[config.mk]
export PLATFORM = sky130hd
export DESIGN_NAME = cpi_sync_gen
export DESIGN_NICKNAME = d
export VERILOG_FILES = /design/src/rtl/cpi_sync_gen.sv
export SDC_FILE = /design/constraint.sdc
export NUM_CORES = 1
export LEC_CHECK = 0
export CORE_MARGIN = 2
export CORE_UTILIZATION = 58
export DETAILED_ROUTE_END_ITERATION = 6
export PLACE_DENSITY_LB_ADDON = 0.25
export SYNTH_ARGS = -nofsm -noshare
export SYNTH_HDL_FRONTEND = slang
export SYNTH_SLANG_ARGS = --single-unit
[constraint.sdc]
create_clock -name pixel_clk_i -period 4.8 [get_ports pixel_clk_i]
set_clock_uncertainty 0.2 [all_clocks]
set_input_delay 0.72 -clock pixel_clk_i [delete_from_list [all_inputs] [get_ports pixel_clk_i]]
set_output_delay 0.72 -clock pixel_clk_i [all_outputs]
set_load 0.005 [all_outputs]
[src/rtl/cpi_sync_gen.sv]
// rtl/cpi_sync_gen.sv - CPI VSYNC/HSYNC timing generator driven by frame strobes and line valid
// Pixel data rides a DLY-deep pipeline alongside the gated line-valid so it stays aligned with HSYNC.
module cpi_sync_gen #(
  parameter int   DATA_W   = 10,
  parameter int   CNT_W    = 12,
  parameter int   VS_WIDTH = 8,
  parameter int   VBP      = 16,
  parameter int   DLY      = 2,
  parameter logic VS_POL   = 1'b1,
  parameter logic HS_POL   = 1'b1
) (
  input  logic              pixel_clk_i,
  input  logic              pixel_rstn_i,
  input  logic              fs_i,
  input  logic              fe_i,
  input  logic              lv_i,
  input  logic [DATA_W-1:0] data_i,
  output logic              vsync_o,
  output logic              hsync_o,
  output logic [DATA_W-1:0] data_o,
  output logic [CNT_W-1:0]  pix_cnt_o,
  output logic [CNT_W-1:0]  line_cnt_o,
  output logic              frame_done_o,
  output logic              err_fs_o,
  output logic              err_fe_o
);

  localparam int TMAX = (VS_WIDTH > VBP) ? VS_WIDTH : VBP;
  localparam int TW   = (TMAX > 1) ? $clog2(TMAX + 1) : 1;
  localparam logic [TW-1:0] VS_LAST  = TW'(VS_WIDTH - 1);
  localparam logic [TW-1:0] VBP_LAST = (VBP > 0) ? TW'(VBP - 1) : '0;

  typedef enum logic [1:0] {
    S_IDLE   = 2'd0,
    S_VSYNC  = 2'd1,
    S_VBP    = 2'd2,
    S_ACTIVE = 2'd3
  } state_t;

  state_t state;
  state_t state_nx;

  logic [TW-1:0]     tcnt;
  logic [CNT_W-1:0]  pcnt;
  logic [CNT_W-1:0]  lcnt;
  logic              line_open;

  logic              active;
  logic              lv_g;
  logic              frame_end;
  logic              restart;
  logic              line_end;
  logic [CNT_W-1:0]  pix_total;
  logic [CNT_W-1:0]  line_total;

  logic [DLY-1:0]    lv_pipe;
  logic [DATA_W-1:0] d_pipe [DLY];

  function automatic logic [CNT_W-1:0] sat_inc(input logic [CNT_W-1:0] v);
    return (&v) ? v : v + CNT_W'(1);
  endfunction

  // State register and phase timer; any fs_i restarts the VSYNC phase timing.
  always_ff @(posedge pixel_clk_i or negedge pixel_rstn_i) begin
    if (!pixel_rstn_i) begin
      state <= S_IDLE;
      tcnt  <= '0;
    end else begin
      state <= state_nx;
      if (fs_i || (state_nx != state)) begin
        tcnt <= '0;
      end else begin
        tcnt <= tcnt + TW'(1);
      end
    end
  end

  always_comb begin
    state_nx = state;
    if (fs_i) begin
      state_nx = S_VSYNC;
    end else begin
      case (state)
        S_IDLE:   state_nx = S_IDLE;
        S_VSYNC: begin
          if (tcnt == VS_LAST) begin
            state_nx = (VBP == 0) ? S_ACTIVE : S_VBP;
          end
        end
        S_VBP: begin
          if (tcnt == VBP_LAST) begin
            state_nx = S_ACTIVE;
          end
        end
        S_ACTIVE: begin
          if (fe_i) begin
            state_nx = S_IDLE;
          end
        end
        default:  state_nx = S_IDLE;
      endcase
    end
  end

  always_comb begin
    vsync_o = ~VS_POL;
    if (state == S_VSYNC) begin
      vsync_o = VS_POL;
    end
  end

  // A line closes on the gated lv falling edge, or at frame end if it is still open
  // (then the fe_i cycle itself counts as a pixel when lv is high).
  always_comb begin
    active     = (state == S_ACTIVE);
    lv_g       = lv_i & active;
    frame_end  = active & fe_i;
    restart    = fs_i & (state != S_IDLE) & ~frame_end;
    line_end   = frame_end ? (line_open | lv_g) : (line_open & ~lv_g);
    pix_total  = lv_g ? sat_inc(pcnt) : pcnt;
    line_total = line_end ? sat_inc(lcnt) : lcnt;
  end

  always_ff @(posedge pixel_clk_i or negedge pixel_rstn_i) begin
    if (!pixel_rstn_i) begin
      pcnt       <= '0;
      lcnt       <= '0;
      line_open  <= 1'b0;
      pix_cnt_o  <= '0;
      line_cnt_o <= '0;
    end else if (restart) begin
      pcnt      <= '0;
      lcnt      <= '0;
      line_open <= 1'b0;
    end else if (frame_end) begin
      if (line_end) begin
        pix_cnt_o <= pix_total;
      end
      line_cnt_o <= line_total;
      pcnt       <= '0;
      lcnt       <= '0;
      line_open  <= 1'b0;
    end else if (line_end) begin
      pix_cnt_o <= pix_total;
      lcnt      <= line_total;
      pcnt      <= '0;
      line_open <= 1'b0;
    end else if (lv_g) begin
      pcnt      <= sat_inc(pcnt);
      line_open <= 1'b1;
    end
  end

  always_ff @(posedge pixel_clk_i or negedge pixel_rstn_i) begin
    if (!pixel_rstn_i) begin
      frame_done_o <= 1'b0;
      err_fs_o     <= 1'b0;
      err_fe_o     <= 1'b0;
    end else begin
      frame_done_o <= frame_end;
      err_fs_o     <= restart;
      err_fe_o     <= fe_i & ((state == S_IDLE) | (active & lv_i));
    end
  end

  // Data is zeroed on entry so the output naturally holds 0 outside valid pixels.
  always_ff @(posedge pixel_clk_i or negedge pixel_rstn_i) begin
    if (!pixel_rstn_i) begin
      lv_pipe <= '0;
      for (int i = 0; i < DLY; i++) begin
        d_pipe[i] <= '0;
      end
    end else begin
      lv_pipe[0] <= lv_g;
      d_pipe[0]  <= lv_g ? data_i : '0;
      for (int i = 1; i < DLY; i++) begin
        lv_pipe[i] <= lv_pipe[i-1];
        d_pipe[i]  <= d_pipe[i-1];
      end
    end
  end

  always_comb begin
    hsync_o = ~HS_POL;
    data_o  = '0;
    if (lv_pipe[DLY-1]) begin
      hsync_o = HS_POL;
      data_o  = d_pipe[DLY-1];
    end
  end

endmodule

-- Word-level counts from Yosys, hierarchy flattened
Index checks and enable logic that the tools add are counted.
- reduce and logical (&&, ||, !) cells: 9
- muxes and demuxes: 25
- bitwise gates (word level): 11
- $add $sub $neg: 3
- equal/unequal tests: 6
- operators with widths (kind ; number):
    12-bit two-way mux ; 10
    12-bit by 1-bit adder with 12-bit output, second input constant ; 2
    12-bit AND reduction ; 2
    10-bit two-way mux ; 2
    2-bit two-way mux ; 4
    2-bit one-hot mux with 4 select lines ; 1
    1-bit two-way mux ; 7
    1-bit AND ; 6
    5-bit by 1-bit adder with 5-bit output, second input constant ; 1
    5-bit by 3-bit equality test with 1-bit output, second input constant ; 1
    5-bit by 4-bit equality test with 1-bit output, second input constant ; 1
    5-bit two-way mux ; 1
    2-bit equality test, second input constant ; 2
    2-bit AND reduction ; 2
    4-bit nonzero test ; 1
    1-bit inverter ; 3
    3-bit nonzero test ; 1
    2-bit by 1-bit equality test with 1-bit output, second input constant ; 1
    2-bit logical NOT ; 1
    2-bit != test ; 1
    1-bit OR ; 2
    2-bit nonzero test ; 1
    1-bit logical OR ; 1
- bits in registers: 81
- logic and storage cells: 67
- output and inout bits: 39

-- Logic depth before layout (Yosys ltp)
Gate-level depths: netlist of run 1.
- depth after elaboration: 9
- gate-level depth with buffers: 7

-- Least setup slack after synthesis of run 1
No wires, ideal clock.
- path kind: input -> register
- start point: input port lv_i
- end point: register line_cnt_o[7]
- setup time: 129 ps
- data arrival time: 1763 ps
- stages on the path: 5
- slack: 2708 ps
- buffers on the path: 0
- cells stage by stage: nand3_4 -> mux2i_4 -> or4_1 -> o21ai_2 -> o21ai_2
- longest elaborated chain between the ends: 5
- ends and longest elaborated chain (what ; RTL line ; RTL):
    start: declaration ; 16 ; input logic lv_i,
    1-bit AND * ; 116 ; lv_g = lv_i & active;
    1-bit inverter ; 119 ; line_end = frame_end ? (line_open | lv_g) : (line_open & ~lv_g);
    1-bit AND ; 119 ;
    1-bit two-way mux * ; 119 ;
    12-bit two-way mux * ; 121 ; line_total = line_end ? sat_inc(lcnt) : lcnt;
    end signal: assignment ; 139 ; line_cnt_o <= line_total;
    end: declaration ; 22 ; output logic [CNT_W-1:0] line_cnt_o,
Mark *: on every way between the ends. The rest lies on a longest branch, timed or not.
A chain may end at the register's enable or synchronous reset.

-- Worst setup path after layout of run 1
- start point: input port fe_i
- end point: register pix_cnt_o[6]
- longest elaborated chain between the ends: 5
- ends and longest elaborated chain (what ; RTL line ; RTL):
    start: declaration ; 15 ; input logic fe_i,
    1-bit AND * ; 117 ; frame_end = active & fe_i;
    net frame_end ; 50 ; logic frame_end;
    1-bit inverter ; 118 ; restart = fs_i & (state != S_IDLE) & ~frame_end;
    1-bit AND ; 118 ;
    1-bit inverter (no source line) ; -- ;
    2-bit AND reduction (no source line) * ; -- ;
    end signal: assignment ; 137 ; pix_cnt_o <= pix_total;
    end signal: assignment ; 144 ; pix_cnt_o <= pix_total;
    end: declaration ; 21 ; output logic [CNT_W-1:0] pix_cnt_o,
The timed path passes the listed nets; every way through them passes the cells marked *.

==> qor.csv, run 1 <==
stage;metric;value;unit
finish;nets;421;
power_and_ir_drop;ir_worst_vdd;0.000198;V
power_and_ir_drop;p_sw_share;21.6;%
floorplanning;die_area;6930;µm²
routing;route.detailed.drc;0;
power_and_ir_drop;clockPowerShare;43.1;%
yosys;ys_ff_latch;81;
sta;maxSlewHeadroom;35.1;%
sta;finalHoldViolations;0;
yosys;synth.most_common_cell;dfrtp_1;
cts;clkSlewWorstSetupHoldPaths;80;ps
floorplanning;die_height;83.2;µm
outcome;status;finished, final reports clean;
worst_setup_path;required;4810;ps
min_path;hold_path_class;reg2reg;
yosys;synth-main-ff-cell;dfrtp_1;
cts;post_cts_buffers;0;
yosys;synthesis.area;3640;µm²
finish;fillers;409;
yosys;synth_edf_count;0;
sta;rsz0062_at_grt;no;
finish;drive_gt1_share;8.85;%
yosys;yosysSeqAreaShare;55.7;%
place;placed_area;4200;µm²
floorplanning;initial_utilization;60.8;%
power_and_ir_drop;internal_power;1.02;mW
worst_setup_path;crit_arrival;2700;ps
yosys;synth.top_cell.area_share;55.7;%
worst_setup_path;cp_top_family;buffers and inverters;
sta;fin_tns_setup;0;ps
yosys;async_flop_share;100;%
cts;post_cts_resized;0;
sta;drv_slew;0;
yosys;syn_area_per_cell;10.3;µm²
global_route;grt_usage;22.0;%
worst_setup_path;crit_chain;clkdlybuf4s50_1 > nand3_1 > buf_4 > inv_1 > o21ai_2 > o21ai_0;
routing;drtIter0Drc;137;
worst_setup_path;cp_max_fo;24;
job;drv_cap;0;
worst_setup_path;critPathKind;in2reg;
yosys;yosys_warnings;0;
worst_setup_path;startpoint_type;input pin;
sta;tightest_slew;973;ps
sta;max_freq;0.371;GHz
cts;clock_path_buffers;2;
cts;clock_sinks;81;
global_route;grt_max_degree;82;
cts;tritoncts;done;
floorplanning;core;5990;µm²
sta;final.min_clock_period;2690;ps
floorplanning;ioPinCount;54;
global_route;antenna_found_initial;0;
routing;routed_via_density;5.68;
routing;num_vias;2736;
floorplanning;die_w;83.2;µm
global_route;grt_pass1_wl;12200;µm
yosys;ys_top_cells_by_area;dfrtp_1, nand2_1, nor2_1, and2_1, o21ai_0;
sta;report.final.setup_viol;0;
place;io_buffers;53;
power_and_ir_drop;power.switching;0.281;mW
routing;drt-total-wl;7040;µm
yosys;ys_top_cells_by_count;dfrtp_1, nand2_1, nor2_1;
worst_setup_path;crit_slowest_cell;o21ai_2;
worst_setup_path;path_buf_inv;3;
cts;root_buffer;clkbuf_8;
yosys;syn_nets;371;
power_and_ir_drop;pwr-share-comb;3.7;%
place;place_congestion;0.906;
yosys;netlist.top_cell.by_area;dfrtp_1;
finish;design_area;4420;µm²
routing;dr.pass1.iters;4;
finish;syn_to_final_growth;21.4;%
cts;clk_latency;350;ps
global_route;grt.overflow.total;0;
floorplanning;num_rows;28;
routing;wl_per_cell;14.6;µm
worst_setup_path;cp-end-kind;flip-flop;
power_and_ir_drop;pwr-share-seq;53.2;%
worst_setup_path;critical_path.max_stage_delay;660;ps
global_route;grt_pass1_vias;2647;
cts;cts_hold_buf;0;
routing;drtAntennaViolNets;0;
yosys;ys_types;56;
power_and_ir_drop;p_per_area;293;nW/µm²
cts;numCtsBuffers;9;
finish;n_antenna_cell;0;
power_and_ir_drop;p_leak;1.91;nW
sta;finalCritPeriodShare;56.1;%
cts;htree_levels;3;
place;dp_hpwl;4820;µm
yosys;synthCells;352;
-- registers in the layout (all words and copies together), names as in the netlist --
register	count
pix_cnt_o	12
tcnt	5
line_open	1
err_fe_o	1
state	2
lcnt	12
line_cnt_o	12
lv_pipe	2
pcnt	12
d_pipe	20
err_fs_o	1
frame_done_o	1
-- per-layer routing --
layer  track usage [%]  up-vias  wire length, µm
met2              36.4       65             3580
met5                 0        -                0
met1              28.1     1322             3030
li1                  -     1331                -
met4              9.99        0              167
met3              4.57       18              261
-- worst register-to-register path, cell delays in order, from the launching register on --
cell,delay [ps]
dfrtp_1,580
nand3_4,200
inv_1,320
o41a_1,350
nand4_1,160
xor2_1,260
o21ai_1,110
-- through the flow --
stage	cells	setup slack (ps)	hold WS [ps]	total power, mW	util (%)
3_3_place_gp	466	1800	132	0.752	70.0
2_1_floorplan	352	2710	131	0.719	-
5_1_grt	482	1800	154	1.34	73.8
3_5_place_dp	466	1700	136	0.753	70.0
4_1_cts	482	2070	155	1.31	73.8
6_report	482	2110	153	1.30	73.8
-- power groups by stage --
| stage | logic (mW) | registers [mW] | clock network [mW] |
|---|---|---|---|
| after CTS | 0.0495 | 0.690 | 0.572 |
| after global placement | 0.0485 | 0.703 | 0 |
| after detailed placement | 0.0495 | 0.704 | 0 |
| after floorplan | 0.0160 | 0.703 | 0 |
| after global routing | 0.0545 | 0.691 | 0.596 |
| final | 0.0478 | 0.690 | 0.558 |
-- cell usage in the layout, fill, tap and decap left out, types with 7 or more instances in the layout --
master           instances
dfrtp_1                 81
o21ai_0                 21
clkdlybuf4s50_1         52
a21oi_1                 17
inv_1                   14
nor2_1                  34
nand4_1                  7
and2_1                  20
o21ai_1                  9
nand3_1                 10
clkbuf_8                10
nand2_1                 36
xnor2_1                  7
-- logic make-up (layout without fill, tap and decap cells) --
kind of cell | count (synthesis) | count (layout) | share of synthesized area, %
xor gates and xnor gates | 11 | 11 | 2.65
buffers and inverters | 29 | 84 | 3.54
DFF | 81 | 81 | 55.7
muxes | 8 | 8 | 2.61
and+or+nand+nor | 137 | 137 | 19.8
AOI/OAI and AO/OA | 82 | 82 | 14.4
adders and majority gates | 4 | 4 | 1.37
-- final cells by class --
type                            count  area (µm²)  share of cell area, %
Clock buffer                       10         138                   3.11
Clock inverter                      6        90.1                   2.04
Inverter                           14        52.6                   1.19
Multi-Input combinational cell    242        1490                   33.6
Sequential cell                    81        2030                   45.8
Tap cell                           75        93.8                   2.12
Timing Repair Buffer               54         536                   12.1
-- final timing paths --
path,from,endpoint,slack [ps],cells after the start
setup / recovery,fe_i,pix_cnt_o[6],2110,6
hold / removal,lv_pipe[0],lv_pipe[1],150,0
setup reg to reg,state[1],pix_cnt_o[3],2490,6
hold reg to reg,lv_pipe[0],lv_pipe[1],150,0
max in group asynchronous,pixel_rstn_i,line_cnt_o[4],3450,1
min in group asynchronous,pixel_rstn_i,d_pipe[14],320,1
No activity file was read; power rests on OpenSTA's default activity.
==> run 2: changes to the inputs <==
--- a/config.mk
+++ b/config.mk
@@ -6,7 +6,7 @@
 export NUM_CORES = 1
 export LEC_CHECK = 0
 export CORE_MARGIN = 2
-export CORE_UTILIZATION = 58
+export CORE_UTILIZATION = 49
 export DETAILED_ROUTE_END_ITERATION = 6
 export PLACE_DENSITY_LB_ADDON = 0.25
 export SYNTH_ARGS = -nofsm -noshare
==> constraint.sdc (replaced) <==
create_clock -name pixel_clk_i -period 2.4 [get_ports pixel_clk_i]
set_clock_uncertainty 0.2 [all_clocks]
set_input_delay 0.36 -clock pixel_clk_i [delete_from_list [all_inputs] [get_ports pixel_clk_i]]
set_output_delay 0.36 -clock pixel_clk_i [all_outputs]
set_load 0.005 [all_outputs]
==> run 2 against run 1 <==
Against the previous run: via count up 1.3%; global-route usage down 2.0 points; clock power up 88%; total power up 96%; critical path type is now reg2out.
==> qor.csv, run 2 (synthesis results as in run 1) <==
stage;metric;value;unit;change
worst_setup_path;path_buf_inv;2;;-1
finish;largest_reg_flops;20;;unchanged
worst_setup_path;critical_path.max_stage_delay;540;ps;-120 ps
worst_setup_path;crit_cells;3;;-3
floorplanning;core;7210;µm²;+20%
outcome;status;finished, final reports clean;;
floorplanning;die_area;8140;µm²;+17%
finish;regMostFlops;d_pipe;;
routing;num_vias;2772;;+1.3%
sta;drv_slew;0;;unchanged
global_route;grt_pass1_wl;13200;µm;+8.0%
cts;numCtsBuffers;9;;unchanged
worst_setup_path;worstReg2RegEnd;lcnt[5];;
cts;clkSlewWorstSetupHoldPaths;90;ps;about the same
floorplanning;num_rows;31;;+11%
cts;post_cts_resized;0;;unchanged
finish;drive_gt1_share;11.4;%;+2.6 points
finish;final_common_cell;dfrtp_1;;
worst_setup_path;crit_slowest_cell;dfrtp_1;;
worst_setup_path;reg2reg_slack;250;ps;-2240 ps
worst_setup_path;crit_path_start;state[0];;
finish;most-common-layout-cells;dfrtp_1, clkdlybuf4s50_1, nand2_1;;
sta;fin_tns_setup;0;ps;unchanged
worst_setup_path;cp_max_fo;9;;-63%
floorplanning;initial_utilization;50.5;%;-10 points
routing;dr.pass1.iters;4;;unchanged
cts;clk_latency;350;ps;about the same
worst_setup_path;crit_chain;inv_1 > nor2_1 > clkdlybuf4s50_1;;
finish;syn_to_final_growth;25.2;%;
cts;root_buffer;clkbuf_8;;
place;placed_area;4340;µm²;+3.5%
worst_setup_path;reg2reg_depth;6;;unchanged
cts;post_cts_buffers;0;;unchanged
sta;final.min_clock_period;2230;ps;
routing;drt-total-wl;7540;µm;+7.0%
cts;clock_path_buffers;2;;unchanged
cts;tritoncts;done;;
cts;clock_sinks;81;;unchanged
floorplanning;ioPinCount;54;;unchanged
power_and_ir_drop;ir_worst_vdd;0.000320;V;+61%
routing;routed_via_density;5.34;;-5.9%
worst_setup_path;startpoint_type;flip-flop;;
sta;tightest_slew;858;ps;-115 ps
routing;route.detailed.drc;0;;unchanged
worst_setup_path;required;1840;ps;-2970 ps
worst_setup_path;critPathKind;reg2out;;
floorplanning;die_height;90.2;µm;+8.4%
worst_setup_path;crit_arrival;1670;ps;-1030 ps
place;dp_hpwl;5230;µm;+8.6%
global_route;grt_max_degree;47;;-43%
place;io_buffers;53;;unchanged
job;drv_cap;0;;unchanged
global_route;grt_pass1_vias;2860;;+8.0%
power_and_ir_drop;p_per_area;557;nW/µm²;+90%
min_path;hold_path_class;reg2reg;;
cts;cts_hold_buf;1;;+1
sta;max_freq;0.449;GHz;
finish;n_antenna_cell;0;;unchanged
sta;finalHoldViolations;0;;unchanged
sta;maxSlewHeadroom;42.6;%;+7.5 points
worst_setup_path;cp-end-kind;primary output;;
worst_setup_path;cp_top_family;buffers and inverters;;
place;place_congestion;0.845;;-6.8%
sta;rsz0062_at_grt;no;;
routing;wl_per_cell;14.5;µm;-0.66%
routing;drtAntennaViolNets;0;;unchanged
worst_setup_path;setup.worst_path.end;vsync_o;;
worst_setup_path;r2r_start;state[1];;
sta;finalCritPeriodShare;92.7;%;
sta;report.final.setup_viol;0;;unchanged
cts;htree_levels;3;;unchanged
finish;design_area;4560;µm²;+3.1%
routing;drtIter0Drc;142;;+3.6%
global_route;grt_usage;20.0;%;-2.0 points
finish;nets;434;;+3.1%
global_route;grt.overflow.total;0;;unchanged
power_and_ir_drop;p_leak;1.98;nW;+3.7%
floorplanning;die_w;90.2;µm;+8.4%
global_route;antenna_found_initial;0;;unchanged
[run 2: how the worst min path moves through the flow]
stage                      start    endpoint  cells after the start
global placement      d_pipe[11]   d_pipe[1]                      0
floorplan           pixel_rstn_i   d_pipe[0]                      0
detailed placement  pixel_rstn_i   d_pipe[2]                      1
global route          d_pipe[13]   d_pipe[3]                      0
CTS                   lv_pipe[0]  lv_pipe[1]                      0
finish                d_pipe[14]   d_pipe[4]                      0
[run 2: cell type report]
class | instances | area [µm²]
well taps | 99 | 124
flip-flops and latches | 81 | 2030
fillers | 618 | 2650
clock buffers | 10 | 138
repair buffers | 67 | 661
clock inverters | 6 | 72.6
multi-input cells | 242 | 1490
inverters | 14 | 52.6
[run 2: power by group]
part,internal [mW],total (mW),leakage (nW),switching (mW)
Clock,0.526,1.05,0.110,0.528
Combinational,0.0492,0.108,0.750,0.0590
Sequential,1.37,1.38,1.12,0.00681
Total,1.95,2.54,1.98,0.594
[run 2: through the flow]
step / cells / setup WS (ps) / utilization (%) / hold slack [ps] / power, mW
after global placement: 502 / 30.2 / 60.2 / 131 / 1.51
after CTS: 519 / 155 / 63.2 / 154 / 2.58
after detailed placement: 502 / -11.2 / 60.2 / 136 / 1.52
final: 519 / 174 / 63.2 / 151 / 2.54
after global routing: 519 / 51.3 / 63.2 / 163 / 2.65
after floorplan: 352 / 498 / - / -136 / 1.44
[run 2: routing by layer]
metal  part of all wire (%)  global-route usage [%]
met1                     43                    25.1
met4                    1.9                    8.21
met5                      0                       0
met3                    3.6                    3.19
met2                     51                    34.7
